<file path="src/rtl/id_ex_stage_reg.sv">
// ID/EX pipeline register: control word, operands, immediates and flags.
// Define FORWARDING_EN to add the registered src1/src2 address ports.
module id_ex_stage_reg #(
  parameter int REG_W  = 32,
  parameter int ADDR_W = 4,
  parameter int CMD_W  = 4
) (
  input  logic              clk,
  input  logic              rst,
  input  logic              flush,
  input  logic              freeze,
  input  logic [REG_W-1:0]  pc_in,
  input  logic [REG_W-1:0]  val_rn_in,
  input  logic [REG_W-1:0]  val_rm_in,
  input  logic              wb_en_in,
  input  logic              mem_r_en_in,
  input  logic              mem_w_en_in,
  input  logic              s_in,
  input  logic              b_in,
  input  logic [CMD_W-1:0]  exe_cmd_in,
  input  logic              imm_in,
  input  logic [11:0]       shift_operand_in,
  input  logic [23:0]       signed_imm_24_in,
  input  logic [ADDR_W-1:0] dest_in,
  input  logic [3:0]        sr_in,
`ifdef FORWARDING_EN
  input  logic [ADDR_W-1:0] src1_in,
  input  logic [ADDR_W-1:0] src2_in,
  output logic [ADDR_W-1:0] src1_out,
  output logic [ADDR_W-1:0] src2_out,
`endif
  output logic [REG_W-1:0]  pc_out,
  output logic [REG_W-1:0]  val_rn_out,
  output logic [REG_W-1:0]  val_rm_out,
  output logic              wb_en_out,
  output logic              mem_r_en_out,
  output logic              mem_w_en_out,
  output logic              s_out,
  output logic              b_out,
  output logic [CMD_W-1:0]  exe_cmd_out,
  output logic              imm_out,
  output logic [11:0]       shift_operand_out,
  output logic [23:0]       signed_imm_24_out,
  output logic [ADDR_W-1:0] dest_out,
  output logic [3:0]        sr_out,
  output logic              valid_out
);

  typedef struct packed {
    logic              valid;
    logic [REG_W-1:0]  pc;
    logic [REG_W-1:0]  val_rn;
    logic [REG_W-1:0]  val_rm;
    logic              wb_en;
    logic              mem_r_en;
    logic              mem_w_en;
    logic              s;
    logic              b;
    logic [CMD_W-1:0]  exe_cmd;
    logic              imm;
    logic [11:0]       shift_operand;
    logic [23:0]       signed_imm_24;
    logic [ADDR_W-1:0] dest;
    logic [3:0]        sr;
`ifdef FORWARDING_EN
    logic [ADDR_W-1:0] src1;
    logic [ADDR_W-1:0] src2;
`endif
  } id_ex_t;

  id_ex_t d;
  id_ex_t q;
  id_ex_t nxt;

  always_comb begin
    d               = '0;
    d.valid         = 1'b1;
    d.pc            = pc_in;
    d.val_rn        = val_rn_in;
    d.val_rm        = val_rm_in;
    d.wb_en         = wb_en_in;
    d.mem_r_en      = mem_r_en_in;
    d.mem_w_en      = mem_w_en_in;
    d.s             = s_in;
    d.b             = b_in;
    d.exe_cmd       = exe_cmd_in;
    d.imm           = imm_in;
    d.shift_operand = shift_operand_in;
    d.signed_imm_24 = signed_imm_24_in;
    d.dest          = dest_in;
    d.sr            = sr_in;
`ifdef FORWARDING_EN
    d.src1          = src1_in;
    d.src2          = src2_in;
`endif
  end

  // A bubble is the all-zero word, so no side-effect bit can leak out.
  always_comb begin
    nxt = q;
    if (flush)
      nxt = '0;
    else if (!freeze)
      nxt = d;
  end

  always_ff @(posedge clk or posedge rst) begin
    if (rst)
      q <= '0;
    else
      q <= nxt;
  end

  assign valid_out         = q.valid;
  assign pc_out            = q.pc;
  assign val_rn_out        = q.val_rn;
  assign val_rm_out        = q.val_rm;
  assign wb_en_out         = q.wb_en;
  assign mem_r_en_out      = q.mem_r_en;
  assign mem_w_en_out      = q.mem_w_en;
  assign s_out             = q.s;
  assign b_out             = q.b;
  assign exe_cmd_out       = q.exe_cmd;
  assign imm_out           = q.imm;
  assign shift_operand_out = q.shift_operand;
  assign signed_imm_24_out = q.signed_imm_24;
  assign dest_out          = q.dest;
  assign sr_out            = q.sr;
`ifdef FORWARDING_EN
  assign src1_out          = q.src1;
  assign src2_out          = q.src2;
`endif

endmodule

</file>
<file path="config.mk">
export PLATFORM = sky130hd
export DESIGN_NAME = id_ex_stage_reg
export DESIGN_NICKNAME = d
export VERILOG_FILES = /design/src/rtl/id_ex_stage_reg.sv
export SDC_FILE = /design/constraint.sdc
export NUM_CORES = 1
export LEC_CHECK = 0
export CELL_PAD_IN_SITES_DETAIL_PLACEMENT = 1
export CELL_PAD_IN_SITES_GLOBAL_PLACEMENT = 2
export CORE_MARGIN = 4
export CORE_UTILIZATION = 41
export CTS_CLUSTER_DIAMETER = 150
export CTS_CLUSTER_SIZE = 16
export DETAILED_ROUTE_END_ITERATION = 8
export DONT_BUFFER_PORTS = 1
export PLACE_DENSITY_LB_ADDON = 0.05
export SYNTH_ARGS = -nofsm -noshare
export SYNTH_HDL_FRONTEND = slang
export SYNTH_SLANG_ARGS = --single-unit
export TNS_END_PERCENT = 1
</file>
<file path="constraint.sdc">
create_clock -name clk -period 8.4 [get_ports clk]
set_input_delay 1.68 -clock clk [delete_from_list [all_inputs] [get_ports clk]]
set_output_delay 1.68 -clock clk [all_outputs]
set_load 0.05 [all_outputs]
</file>
### Word level (Yosys, flattened, before mapping)

Index checks and enable logic that the tools add are counted.

| storage, ports and cells | value |
|---|---|
| output and inout bits | 151 |
| input bits | 154 |
| logic and storage cells | 18 |
| register bits after elaboration | 151 |

| cells by class | value |
|---|---|
| multiplexer cells | 2 |
| equal/unequal tests | 1 |

Operators with widths:

| cell | number |
|---|---|
| $mux W151 | 2 |
| $ne A2 B2 Y1 const B | 1 |

### Longest topological paths before layout

| depth | value |
|---|---|
| depth after elaboration | 2 |
| mapped depth | 5 |
| mapped depth without buffers | 2 |

### Least setup slack after synthesis

No wires, ideal clock.

| path | value |
|---|---|
| path kind | input -> register |
| from | input port freeze |
| to | register q, in the netlist dest_out[0] |
| library setup time | 0.132 ns |
| arrival | 2.343 ns |
| data required time | 8.268 ns |
| setup slack | 5.925 ns |
| buffers on the path | 3 |
| cell stages on the path | 5 |
| cells stage by stage | buf_4 buf_8 buf_8 mux2i_1 nor2_1 |

| on the way | value |
|---|---|
| longest elaborated chain between the ends | 1 |

Ends and longest elaborated chain:

| element | line | text |
|---|---|---|
| from (decl) | 11 | `input logic freeze,` |
| $ne A2 B2 Y1 (no line) | -- |  |
| to (signal assigned) | 111 | `q <= nxt;` |
| to (decl) | 72 | `id_ex_t q;` |

No other way between the ends.
A chain may end at the register's enable or synchronous reset.

### Worst setup path after layout

| path | value |
|---|---|
| from | register q, in the netlist val_rm_out[11] |
| to | output port val_rm_out[11] |

RTL lines:

| element | line | text |
|---|---|---|
| to (decl) | 34 | `output logic [REG_W-1:0] val_rm_out,` |

No word-level cell between the ends.

==> metrics.md <==
| Metric | Value |
|---|---|
| Crit path launch | val_rm_out[11] |
| Syn Nets | 642 |
| Clk_lat worst skew | 410 ps |
| Most common cell after layout, fill and taps aside | dfrtp_1 |
| CTS Sinks | 151 |
| Synthesized flop and latch total | 151 |
| Starting density of the core | 42.0% |
| Fin util | 45.6% |
| Slew at the pin with the worst max-slew slack | 1030 ps |
| PostCTS Resize Cnt | 0 |
| CTS H-Tree Depth | 4 |
| Crit share post-route | 33.2% |
| Cell depth of the worst setup path | 0 |
| Startpoint types | flip-flop |
| Synth cell types | 10 |
| FMAX | 359 MHz |
| Power Total | 1.74 mW |
| Top post-synthesis cells by area | dfrtp_1 (62%), mux2i_1 (25%), nor2_1 (9.2%) |
| Psw | 0.504 mW |
| Setup TNS | 0 ps |
| Port Buffers | 0 |
| Crit path capture type | primary output |
| Clock power frac | 40.7% |
| # setup viols final | 0 |
| Compound-cell area share of the yosys netlist | 0.0817% |
| Post-synth top area cell | dfrtp_1 |
| I/O Pins | 305 |
| Yosys top cell area share | 61.7% |
| Post-detail-place hpwl | 10.6 mm |
| Clk_skew | 0 ps |
| Syn_area_per_cell | 12.6 um2 |
| Share of cells above drive strength 1 | 6.39% |
| Row cnt | 44 |
| Vias in the first global route | 3867 |
| Number of fill cells in the layout | 1533 |
| Max transition margin | 31.4% |
| GPL Wtd Cong | 0.745 |
| Synth Cell Area | 0.00613 mm2 |
| Minimum clock period | 2790 ps |
| Simple-Gate Fraction of Synth Area | 9.19% |
| Largest net degree at the start of global routing | 152 |
| Final Hold Viols | 0 |
| Required time of the critical path | 6720 ps |
| R2R cell count | 2 |
| Switching share of power | 29.0% |
| Most frequent cells in the layout | dfrtp_1 (151), mux2i_1 (150), nor2_1 (150), clkbuf_16 (17), clkinv_2 (5) |
| Leak | 3.45 nW |
| Finished Cell Area | 0.00665 mm2 |
| Root Buffer | clkbuf_16 |
| Antenna diode count | 0 |
| Startpoint of the worst-slack reg-to-reg timing path | val_rn_out[3] |
| Final WL | 15.4 mm |
| # Post-CTS Setup Buffers | 0 |
| Seq pwr share | 54.6% |
| R2R setup slack | 7380 ps |
| Post-Synth XOR/XNOR Area | 0% |
| Status | finished clean |
| Fin nets | 628 |
| Gate power share | 4.7% |
| Drt wl/cell | 23.0 um |
| Hold Crit Class | flip-flop to flip-flop |
| Crit Path Class | flip-flop to primary output |
| Number of DRC markers in iteration 0 | 205 |
| Synth Area in Adders | 0% |
| Multiplexer share of the synthesized area | 24.5% |
| DRC violations left | 0 |
| Maximum capacitance violations | 0 |
| Via-to-Cell Ratio | 5.36 |
| Total CTS buffers | 17 |
| RSZ-0062 raised after global routing | no |
| Synth Instances | 488 |
| Via Count | 3583 |
| Area Overhead vs Synth | 8.50% |
| Die X | 130 um |
| Routed Antenna Nets | 0 |
| Hold Worst Slack | 820 ps |
| Placement Cell Area | 0.00610 mm2 |
| Largest family of logic cells by synthesized area | multiplexers |
| First-pass GRT wire length | 22.1 mm |
| 1st-pass router iterations | 4 |
| Total gr overflow | 0 |
| Register area share after synthesis | 61.7% |
| Initial antenna violation count | 0 |
| Worst-path clk slew | 60 ps |
| CTS tree | done |
| Core area | 0.0146 mm2 |
| Critical Path End | val_rm_out[11] |
| Max Root-Sink Buffers | 2 |
| Maximum VDD drop | 0.146 mV |
| Synthesis warning total | 0 |
| Crit Reg-Reg Endpoint | val_rn_out[3] |
| Hold_buf cts | 0 |
| PwrDens | 261 mW/mm2 |
| Worst-path maximum fanout | 2 |
| Gr usage total | 17.4% |
| Internal | 1.23 mW |
| CP Data Arrival Time | 1110 ps |
| Fin. max-slew vios | 0 |
| Die Area | 0.0170 mm2 |
| DIE HEIGHT | 130 um |
synthesized netlist by cell type:
cell type / n
a21oi_1: 1
clkbuf_1: 12
inv_1: 2
mux2i_1: 150
buf_4: 7
buf_8: 10
nor2_1: 150
buf_2: 3
buf_1: 2
dfrtp_1: 151
state kept, by name, indices dropped and copies added, names as in the netlist:
name               count
pc_out                32
val_rm_out            32
shift_operand_out     12
s_out                  1
imm_out                1
signed_imm_24_out     24
val_rn_out            32
valid_out              1
dest_out               4
b_out                  1
sr_out                 4
wb_en_out              1
exe_cmd_out            4
mem_r_en_out           1
mem_w_en_out           1
cells by family after synthesis:
group / count (synthesis)
flops: 151
simple gates: 150
compound gates: 1
buf+inv: 36
mux: 150
power by group through the flow:
stage,combinational (mW),sequential [mW],clock [mW]
3_5_place_dp,0.0851,0.963,0
2_1_floorplan,0.104,0.948,0
5_1_grt,0.0953,0.954,0.754
6_report,0.0813,0.949,0.707
3_3_place_gp,0.0799,0.964,0
4_1_cts,0.0843,0.951,0.728
cell type report:
| cell class | instances | area (um2) | area share, % |
|---|---|---|---|
| Clock inverter | 9 | 77.6 | 1.17 |
| Sequential cell | 151 | 3780 | 56.9 |
| Tap cell | 184 | 230 | 3.46 |
| Clock buffer | 21 | 470 | 7.08 |
| Multi-Input combinational cell | 301 | 2070 | 31.1 |
| Inverter | 2 | 12.5 | 0.188 |
| Timing Repair Buffer | 1 | 7.51 | 0.113 |
stage by stage:
stage	cells	worst slack, ps
6_report	669	5610
5_1_grt	669	5380
4_1_cts	669	5590
3_5_place_dp	639	5150
3_3_place_gp	639	5180
2_1_floorplan	488	2660
worst min-delay path by stage:
stage / start / slack (ps) / cells past startpoint / end
after floorplan: valid_out / 750 / 2 / valid_out
after global placement: valid_out / 800 / 2 / valid_out
after detailed placement: valid_out / 800 / 2 / valid_out
after CTS: valid_out / 820 / 2 / valid_out
after global routing: valid_out / 870 / 2 / valid_out
final: valid_out / 820 / 2 / valid_out
metal layers:
metal | track usage (%) | wire length, um | part of all wire (%) | up-vias
li1 | - | - | - | 1577
met1 | 19.6 | 5530 | 36 | 1775
met4 | 8.13 | 505 | 3.3 | 0
met3 | 8.06 | 1790 | 12 | 34
met5 | 0 | 0 | 0 | -
met2 | 28.1 | 7570 | 49 | 197
No activity file was read; power rests on OpenSTA's default activity.
==> RTL edit 1 (config.mk and constraints unchanged) <==
`CMD_W`: 4 -> 5.
--- a/src/rtl/id_ex_stage_reg.sv
+++ b/src/rtl/id_ex_stage_reg.sv
@@ -4,5 +4,5 @@
   parameter int REG_W  = 32,
   parameter int ADDR_W = 4,
-  parameter int CMD_W  = 4
+  parameter int CMD_W  = 5
 ) (
   input  logic              clk,
Ports: changed (resized exe_cmd_in and exe_cmd_out); port bits go from 305 to 307. No check against the original RTL was run, so the function may have changed too.
==> RTL edit 1 against the original RTL <==
Clock skew did not move; worst setup slack improved by 0.0043 ns; wire length fell by 0.72%; area after synthesis about the same; register-to-register slack about the same; total power increased by 4.7%; global-route usage rose by 0.070 points; design area is 1.6% higher; combinational power hardly changed; critical path depth stayed put; sequential cell count is 1 higher; fmax is 0.15% higher.
==> RTL edit 1: results (changes against the original RTL) <==
Run status
  • Status: complete, no violations

Place
  • Post-DP Area: 6140 um^2 (+0.64%)
  • Worst slack at placement: 5.27 ns (+0.127 ns)
  • Placed Cells: 642 (+0.47%)
  • Post-DP HPWL: 10.5 mm (-1.5%)
  • Routability-driven placement congestion ratio: 0.701 (-5.9%)

Critical path
  • Crit path to: val_rn_out[14]
  • Worst R2R Setup Slack: 7.37 ns (about the same)
  • R2r endpoint: val_rn_out[14]

Synth
  • Top cells by count, synth: 152 x dfrtp_1, 151 x mux2i_1, 151 x nor2_1
  • Post-Synthesis Cells: 491 (+0.61%)
  • Post-Syn Area per Cell: 12.5 um^2 (-0.63%)

Timing
  • Hold WS: 0.818 ns (-0.00279 ns)
  • Minimum clock period: 2.78 ns (-0.00431 ns)

Global route
  • Largest net degree at the start of global routing: 153 (+0.66%)
  • First-pass GRT wire length: 22.2 mm (+0.28%)
  • Total GRT Usage: 17.4% (+0.070 points)

Pwr
  • LEAKAGE: 3.50 nW (+1.5%)
  • Combinational cell power: 0.0000816 W (about the same)
  • Switching share of total power: 28.3% (-0.76 points)
  • Overall power: 0.00182 W (+4.7%)
  • Peak VDD IR: 0.131 mV (-10%)
  • Seq pwr share: 52.5% (-2.1 points)

Route
  • Via count: 3552 (-0.87%)
  • Total Routed Length: 15.3 mm (-0.72%)
  • Initial DRC count: 156 (-24%)

Layout
  • Register Area: 3800 um^2 (+0.66%)
  • Proportion of layout cells with a drive suffix above 1: 6.73% (+0.34 points)
  • Area of the multi-input gates: 2080 um^2 (+0.67%)
  • Layout Nets: 632 (+0.64%)
  • Seq_cells: 152 (+0.66%)
  • Clock network area share: 9.12% (+0.87 points)
  • Layout Area Growth over Synthesis: 10.3%
  • Fill count: 1479 (-3.5%)
-- RTL edit 1: cell types whose count changed in the layout (fill, tap and decap cells not counted) --
cell / before / now
dfrtp_1: 151 / 152
clkinv_4: 0 / 1
clkinv_2: 5 / 3
bufinv_16: 1 / 3
mux2i_1: 150 / 151
inv_6: 1 / 2
nor2_1: 150 / 151
-- RTL edit 1: layer usage --
| layer | track usage, % | part of all wire (%) | up-vias |
|---|---|---|---|
| met5 | 0 | 0 | - |
| met4 | 8.68 | 3.0 | 0 |
| met3 | 7.65 | 11 | 30 |
| met2 | 29.2 | 51 | 195 |
| met1 | 18.9 | 35 | 1741 |
| li1 | - | - | 1586 |
-- RTL edit 1: kinds of logic after synthesis --
family,share of synthesized area (%)
AND/OR/NAND/NOR,9.25
buffers and inverters,3.88
AO/OA/AOI/OAI,0.0816
flip-flops,62.1
multiplexers,24.7
==> RTL edit 2 (same flow settings) <==
Made on the original files. Make the reset (`rst`) synchronous in one clocked block.
--- a/src/rtl/id_ex_stage_reg.sv
+++ b/src/rtl/id_ex_stage_reg.sv
@@ -105,5 +105,5 @@
   end
 
-  always_ff @(posedge clk or posedge rst) begin
+  always_ff @(posedge clk) begin
     if (rst)
       q <= '0;
Formal check against the unedited RTL: differs if rst is asserted again (counterexample within 4 cycles, from zero or initial values and one cycle with rst high); with rst held inactive, the same outputs for 4 cycles.
==> RTL edit 2 against the original RTL <==
Design area down 12%; wire length down 10%; non-clock buffer count unchanged; first-iteration DRC count down 45%; sequential cell count unchanged; clock power down 2%; cell count down 1.6%; worst setup slack worse by 0.18 ns; sequential power down 11%; total power down 7.8%; core utilization up 0.46 points; area after synthesis down 12%; critical path depth up 3; highest routed layer unchanged.
==> RTL edit 2: results (changes against the original RTL) <==
Synth
  • Ranking of synthesized cells by area: dfxtp_1 56%, mux2i_1 28%, nor2_1 10%
  • Warnings from Yosys: 0 (unchanged)
  • Post-synth cell types: 9 (-1)
  • Synth Net Count: 642 (unchanged)
  • Fraction of registers with async set/reset: 0% (-100 points)
  • Seq/Total Area, Yosys: 56.0% (-5.7 points)
  • Synth Flop Type: dfxtp_1
  • Top cells by count, synth: 151 x dfxtp_1, 150 x mux2i_1, 150 x nor2_1
  • Yosys reg bits: 151 (unchanged)

Layout
  • Non-clk buf share: 0.128% (+0.015 points)
  • Antenna Diode Count: 0 (unchanged)
  • CLK BUF: 29 (+38%)
  • Proportion of layout cells with a drive suffix above 1: 5.76% (-0.63 points)
  • Multi-input gate count: 302 (+0.33%)
  • Clock network area share: 9.37% (+1.1 points)
  • Non-clk invs: 1 (-1)
  • Layout Nets: 628 (unchanged)
  • Non-clk bufs: 1 (unchanged)
  • Register Area: 3020 um^2 (-20%)
  • Area of the multi-input gates: 2080 um^2 (+0.42%)
  • Fill count: 1375 (-10%)

Route
  • DR vias/cell: 5.10 (-4.9%)
  • Drt first pass iters: 4 (unchanged)
  • Initial DRC count: 112 (-45%)
  • Total Routed Length: 13.8 mm (-10%)

Clocking
  • CTS resizes: 0 (unchanged)
  • Clock root buffer: clkbuf_16
  • Post CTS Setup Buffer Count: 0 (unchanged)
  • H-Tree Depth: 4 (unchanged)
  • Clk Latency, worst-skew pair: 0.40 ns
  • Clock buffer depth: 2 (unchanged)
  • Worst-path clk slew: 0.05 ns
  • TritonCTS Buffers: 17 (unchanged)

Global route
  • Largest net degree at the start of global routing: 152 (unchanged)
  • Vias in the first global route: 3487 (-9.8%)
  • First-pass GRT wire length: 19.4 mm (-12%)
  • Initial antenna violation count: 0 (unchanged)
  • Total GRT Usage: 17.3% (-0.079 points)

Place
  • IO buf count: 0 (unchanged)
  • Post-DP HPWL: 10.1 mm (-5.0%)
  • Routability-driven placement congestion ratio: 0.683 (-8.4%)

Hold path
  • Hold Path Class: register to register

Pwr
  • LEAKAGE: 2.59 nW (-25%)
  • Peak VDD IR: 0.115 mV (-21%)

Run status
  • Status: complete, no violations

Critical path
  • Critical-path maximum fanout: 96 (+94)

Timing
  • Slew of the pin with the lowest slew margin: 0.955 ns (-0.0737 ns)
  • Skew final: 0 ns (unchanged)
  • Fin. max-slew vios: 0 (unchanged)
RTL edit 2: changes by cell type after synthesis, sizes merged:
cell	delta
inv	-1
or2	+1
dfxtp	+151
buf	+6
dfrtp	-151
clkbuf	-6
RTL edit 2: power by group:
group / internal [W] / switching [W] / total [W] / leakage, nW
Clock: 0.000431 / 0.000263 / 0.000694 / 0.274
Sequential: 0.000741 / 0.000101 / 0.000842 / 1.23
Combinational: 0.0000368 / 0.0000279 / 0.0000647 / 1.09
Total: 0.00121 / 0.000392 / 0.00160 / 2.59
RTL edit 2: path summary, 6_finish.rpt:
kind,start,endpoint,slack [ns],cells after the start
worst max-delay path,flush,val_rm_out[12],5.43,3
worst min-delay path,valid_out,valid_out,0.72,2
worst max register to register,pc_out[16],pc_out[16],7.35,2
worst min register to register,valid_out,valid_out,0.72,2
RTL edit 2: critical path: stages:
cell and delay [ns]:
or2_4 0.50, buf_4 0.83, nor2_1 0.13
RTL edit 2: through the flow:
step                cells  instance area, um^2  power [W]  setup WS, ns  hold WS [ns]
floorplan             488                 5400   0.000933          5.93         0.668
global placement      627                 5330   0.000921          5.05         0.719
detailed placement    627                 5330   0.000925          4.97         0.718
CTS                   658                 5880    0.00162          5.38         0.727
global route          658                 5880    0.00166          5.28         0.784
finish                658                 5880    0.00160          5.43         0.724
RTL edit 2: cell families after synthesis:
| group | after synthesis | synth area share [%] |
|---|---|---|
| AO/OA/AOI/OAI | 1 | 0.0927 |
| AND/OR/NAND/NOR | 151 | 10.5 |
| flip-flops | 151 | 56.0 |
| buffers and inverters | 35 | 5.52 |
| multiplexers | 150 | 27.8 |
RTL edit 2: metal layers:
metal	wire (um)	GRT usage, %
met1	4490	16.2
met2	7150	30.5
met3	1830	9.31
met4	332	8.33
met5	0	0
